--- src/rtl/div_seq.sv ---
// div_seq: iterative restoring divider, one quotient bit per enabled clock.
// A start in IDLE latches the operands. CALC then resolves N_WIDTH quotient bits MSB first.
// DONE registers the quotient, remainder and divide-by-zero flag together with a one-cycle
// valid strobe.
// Handshake: start_i is sampled only when busy_o=0 and en_i=1. valid_o is a single
// enabled-cycle strobe, and q_o/r_o/dbz_o hold until the next result or reset.
// Optional build macro DIV_SEQ_SIGNED_EN selects two's complement operands. In that
// build the magnitudes are divided and the signs are restored in DONE.
// The FSM state is held in the enum register state_q.
module div_seq #(
    parameter int N_WIDTH = 16,
    parameter int D_WIDTH = 8
) (
    input  logic               clk_i,
    input  logic               rst_i,
    input  logic               en_i,
    input  logic               start_i,
    input  logic [N_WIDTH-1:0] n_i,
    input  logic [D_WIDTH-1:0] d_i,
    output logic               busy_o,
    output logic               valid_o,
    output logic [N_WIDTH-1:0] q_o,
    output logic [D_WIDTH-1:0] r_o,
    output logic               dbz_o
);

    localparam int CNT_W = (N_WIDTH > 2) ? $clog2(N_WIDTH) : 1;

    typedef enum logic [1:0] {IDLE, CALC, DONE} state_t;

    state_t             state_q;
    logic [CNT_W-1:0]   cnt_q;
    // Dividend bits shift out of the top while quotient bits shift in at the bottom.
    // After N_WIDTH steps the register holds the quotient.
    logic [N_WIDTH-1:0] nq_q;
    // Partial remainder, D_WIDTH+1 bits.
    logic [D_WIDTH:0]   rem_q;
    logic [D_WIDTH-1:0] dv_q;
    logic               valid_q;
    logic               dbz_q;
    logic [N_WIDTH-1:0] q_q;
    logic [D_WIDTH-1:0] r_q;
`ifdef DIV_SEQ_SIGNED_EN
    logic               n_neg_q;
    logic               d_neg_q;
    logic [N_WIDTH-1:0] n_mag;
    logic [D_WIDTH-1:0] d_mag;
    localparam logic [N_WIDTH-1:0] Q_MAX = {1'b0, {(N_WIDTH-1){1'b1}}};
    localparam logic [N_WIDTH-1:0] Q_MIN = {1'b1, {(N_WIDTH-1){1'b0}}};
`endif

    // One restoring step: bring down the next dividend bit, then trial-subtract the divisor.
    logic [D_WIDTH+1:0] rem_shift;
    logic [D_WIDTH+1:0] trial;
    logic               fits;
    logic [D_WIDTH:0]   rem_d;
    logic [N_WIDTH-1:0] nq_d;

    // Combinational trial subtraction for the current CALC step
    always_comb begin
        rem_shift = {rem_q, nq_q[N_WIDTH-1]};
        trial     = rem_shift - {2'b00, dv_q};
        fits      = ~trial[D_WIDTH+1];
        rem_d     = fits ? trial[D_WIDTH:0] : rem_shift[D_WIDTH:0];
        nq_d      = {nq_q[N_WIDTH-2:0], fits};
    end

`ifdef DIV_SEQ_SIGNED_EN
    // Operand magnitudes for the signed build. The most negative value maps to 2^(W-1) unsigned.
    always_comb begin
        n_mag = n_i[N_WIDTH-1] ? (~n_i + 1'b1) : n_i;
        d_mag = d_i[D_WIDTH-1] ? (~d_i + 1'b1) : d_i;
    end
`endif

    // Sequencer, datapath and registered outputs; en_i=0 freezes everything
    always_ff @(posedge clk_i or posedge rst_i) begin
        if (rst_i) begin
            state_q <= IDLE;
            cnt_q   <= '0;
            nq_q    <= '0;
            rem_q   <= '0;
            dv_q    <= '0;
            valid_q <= 1'b0;
            dbz_q   <= 1'b0;
            q_q     <= '0;
            r_q     <= '0;
`ifdef DIV_SEQ_SIGNED_EN
            n_neg_q <= 1'b0;
            d_neg_q <= 1'b0;
`endif
        end else if (en_i) begin
            valid_q <= 1'b0;
            case (state_q)
                IDLE: begin
                    if (start_i) begin
`ifdef DIV_SEQ_SIGNED_EN
                        nq_q    <= n_mag;
                        dv_q    <= d_mag;
                        n_neg_q <= n_i[N_WIDTH-1];
                        d_neg_q <= d_i[D_WIDTH-1];
`else
                        nq_q    <= n_i;
                        dv_q    <= d_i;
`endif
                        rem_q   <= '0;
                        cnt_q   <= CNT_W'(N_WIDTH - 1);
                        state_q <= CALC;
                    end
                end
                CALC: begin
                    nq_q  <= nq_d;
                    rem_q <= rem_d;
                    cnt_q <= cnt_q - 1'b1;
                    if (cnt_q == '0) begin
                        state_q <= DONE;
                    end
                end
                DONE: begin
                    valid_q <= 1'b1;
                    state_q <= IDLE;
`ifdef DIV_SEQ_SIGNED_EN
                    if (dv_q == '0) begin
                        q_q   <= n_neg_q ? Q_MIN : Q_MAX;
                        r_q   <= '0;
                        dbz_q <= 1'b1;
                    end else if (!(n_neg_q ^ d_neg_q) && nq_q[N_WIDTH-1]) begin
                        // Only -2^(N-1) / -1 yields a positive quotient magnitude that large.
                        q_q   <= Q_MAX;
                        r_q   <= '0;
                        dbz_q <= 1'b0;
                    end else begin
                        q_q   <= (n_neg_q ^ d_neg_q) ? (~nq_q + 1'b1) : nq_q;
                        r_q   <= n_neg_q ? (~rem_q[D_WIDTH-1:0] + 1'b1) : rem_q[D_WIDTH-1:0];
                        dbz_q <= 1'b0;
                    end
`else
                    if (dv_q == '0) begin
                        q_q   <= '1;
                        r_q   <= '0;
                        dbz_q <= 1'b1;
                    end else begin
                        q_q   <= nq_q;
                        r_q   <= rem_q[D_WIDTH-1:0];
                        dbz_q <= 1'b0;
                    end
`endif
                end
                default: state_q <= IDLE;
            endcase
        end
    end

    assign busy_o  = (state_q != IDLE);
    assign valid_o = valid_q;
    assign q_o     = q_q;
    assign r_o     = r_q;
    assign dbz_o   = dbz_q;

endmodule

--- config.mk ---
export PLATFORM = sky130hd
export DESIGN_NAME = div_seq
export DESIGN_NICKNAME = d
export VERILOG_FILES = /design/src/rtl/div_seq.sv
export SDC_FILE = /design/constraint.sdc
export NUM_CORES = 1
export LEC_CHECK = 0
export BUFFER_PORTS_ARGS = -buffer_cell sky130_fd_sc_hd__buf_2
export CORE_AREA = 2 2 99 101
export DETAILED_ROUTE_END_ITERATION = 8
export DIE_AREA = 0 0 101 103
export PLACE_DENSITY = 0.64
export REMOVE_ABC_BUFFERS = 1
export SLEW_MARGIN = 5
export SYNTH_ARGS = -nofsm -noshare
export SYNTH_HDL_FRONTEND = slang
export SYNTH_SLANG_ARGS = --single-unit
--- constraint.sdc ---
create_clock -name clk_i -period 6.48 [get_ports clk_i]
set_input_delay 1.62 -clock clk_i [delete_from_list [all_inputs] [get_ports clk_i]]
set_output_delay 1.62 -clock clk_i [all_outputs]
set_load 0.01 [all_outputs]
==> results.md <==
* Status: complete, no violations
* Clk buf depth at 2
* CP cell instances: or2_2 -> buf_2
* Routed WL at just under 7000 µm
* Global-route wire length before repair at 11100 µm
* Antenna Nets Post-Route at 0
* Highest clock rate at 347 MHz
* Average size of a mapped cell at 10.6 µm²
* Clock Latency Late Sink at ~0.33 ns
* Core area at between 9000 and 10000 µm²
* Metal-1 WL at 3150 µm
* Core Util, Final at a little over 40%
* EDFF count, synth at 0
* Crit start category: register
* Critical Path AT at roughly 1.3 ns
* Crit Path Max Fanout at 7
* R2r setup slk at a little over 4 ns
* Initial antenna violation count at 0
* HP Class: reg2reg
* I/O pin count at 55
* Die Span Y at approximately 100 µm
* Syn Inst Count at 301
* CTS root buf: clkbuf_8
* Congestion Overflow GR at 0
* Cts repair resizes at 0
* Final #Nets at roughly 390
* Chip width at about 100 µm
* Crit path capture type: output port
* Post-synthesis sequential area ratio at about half
* Post-CTS Hold Buffers at 0
* H-tree levels at 3
* Antenna cell count at 0
* Warnings from Yosys at 0
* FP Rows at 36
* Critical Path Max Stage Delay at 0.47 ns
* Slew headroom at 45.6%
* Final WS setup at roughly 3.6 ns
* Hold Vio Cnt, Final at 0
* GRT Util Overall at between 10% and 20%
* Die area at approximately 10000 µm²
* Total chip power at ~0.0018 W
* Minimum clock period at about 2.9 ns
* #FFs+latches synth at 65
* Distinct cells, synth at 44
* Clk sink count at 65
* DRC at 0
* Iter 0 DRT Violations at between 150 and 200
* Cts bufs inserted at 9
* Worst-path clk slew at roughly 0.080 ns
* Via count at between 2k and 2.5k
* Post-place setup slack at 3.52 ns
* Clock Skews at between 0.01 and 0.015 ns
* Worst vdd ir at between 0.00015 and 0.0002 V
* Tightest Pin Transition at 0.815 ns
* Final Non-Filler Cells at about 470
* Max-cap viol count at 0
* Met3 Wirelength at roughly 340 µm
* Cell Pwr Density at 472 nW/µm²
* Final worst-path cycle share at approximately 44%
* Max layer used: met4
* Pleak at about 2.2 nW
* Final weighted congestion in routability-driven placement at 0.800
* Vias/cell at between 5 and 6
* Placed insts at roughly 460
* Most frequent cells in the layout: dfrtp_1, buf_2, nand2_1, mux2i_1, inv_1
* Post-route setup TNS at 0 ns
* Port bufs at 54
* Slowest CP cell: dfrtp_1
* Worst Path Required at 4.86 ns
* Finish-stage setup viols at 0
* Async S/R FF share, synth at 100%
* Initial Util at approximately 34%
* CTS tree: yes
* Post-synthesis instance area at 3200 µm²
* Layout cells sized above 1 at around a quarter
* Final Slew Violations at 0
* Most common cell after layout, fill and taps aside: dfrtp_1
* RSZ-0062 raised after global routing: no
* Average wire per standard cell at 14.6 µm
* Largest net degree at the start of global routing at 66
* Pre-Repair DR Iteration Count at 6
* Routed met2 length at 3350 µm
* Setup Buffers After CTS at 0
* Critical path class: reg2out
* Detailed placement HPWL at 4840 µm
* Synthesis-to-finish area growth at 19.3%
* Vias in the first global route at 2363
* Top FF cell, synth: dfrtp_1
-- layout make-up --
class                      count  area, µm²
fill                         892       5640
sequential                    65       1630
multi-input combinational    196       1410
timing repair buffer          58        300
tap                          114        143
clock buffer                  10        128
clock inverter                 6        115
inverter                      25       93.8
-- critical path: cells and delay by family (launching register included) --
family,cells,cell delay (ns)
buffers and inverters,1,0.14
DFF,1,0.47
and+or+nand+nor,1,0.33
-- flip-flops by register name, indices dropped and copies added, names as in the netlist --
name / count
r_o: 8
state_q: 2
valid_o: 1
cnt_q: 4
dv_q: 8
rem_q: 9
dbz_o: 1
nq_q: 16
q_o: 16
-- synth_stat cells, drive strengths merged, types with 4 or more instances --
cell / number / share of area, %
inv: 25 / 2.9
o21ai: 23 / 3.6
nor2: 16 / 1.9
ha: 9 / 3.5
mux2i: 33 / 10
o21a: 4 / 0.94
dfrtp: 65 / 51
nand2: 42 / 4.9
nor4: 4 / 0.78
buf: 8 / 1.4
a222oi: 10 / 3.1
nand3: 5 / 1.2
a21oi: 4 / 0.63
clkbuf: 7 / 0.82
xnor2: 5 / 1.4
-- routing by layer --
| layer | track usage [%] | vias to the layer above |
|---|---|---|
| met2 | 20.9 | 72 |
| met4 | 5.93 | 0 |
| met3 | 2.85 | 8 |
| li1 | - | 1164 |
| met5 | 0 | - |
| met1 | 18.2 | 1163 |
-- path summary, 6_finish.rpt --
path | start | end | cells after the start
max reg2reg | state_q[0]$_DFFE_PP0P_ | rem_q[4]$_DFFE_PP0P_ | 4
min reg2reg | dbz_o$_DFFE_PP0P_ | dbz_o$_DFFE_PP0P_ | 2
min in group asynchronous | rst_i | q_o[5]$_DFFE_PP0P_ | 3
max | state_q[0]$_DFFE_PP0P_ | busy_o | 2
max in group asynchronous | rst_i | rem_q[1]$_DFFE_PP0P_ | 3
min | dbz_o$_DFFE_PP0P_ | dbz_o$_DFFE_PP0P_ | 2
-- per-stage QoR --
step / area, µm² / hold WS, ns
floorplan: 3130 / 0.450
global placement: 3570 / 0.463
detailed placement: 3570 / 0.469
CTS: 3820 / 0.488
global route: 3820 / 0.520
finish: 3820 / 0.483
-- logic make-up after synthesis --
group	after synthesis	synth area share, %
xor+xnor	7	1.92
compound gates	60	14.2
simple gates	85	13.1
mux	34	10.7
fa+ha+maj	10	4.15
flops	65	50.8
buf+inv	40	5.20
-- power breakdown --
group | internal [W] | switching (W) | total (W)
Sequential | 0.000529 | 0.000108 | 0.000637
Combinational | 0.000336 | 0.000410 | 0.000746
Clock | 0.000258 | 0.000159 | 0.000417
(Power assumes the default switching activity.)
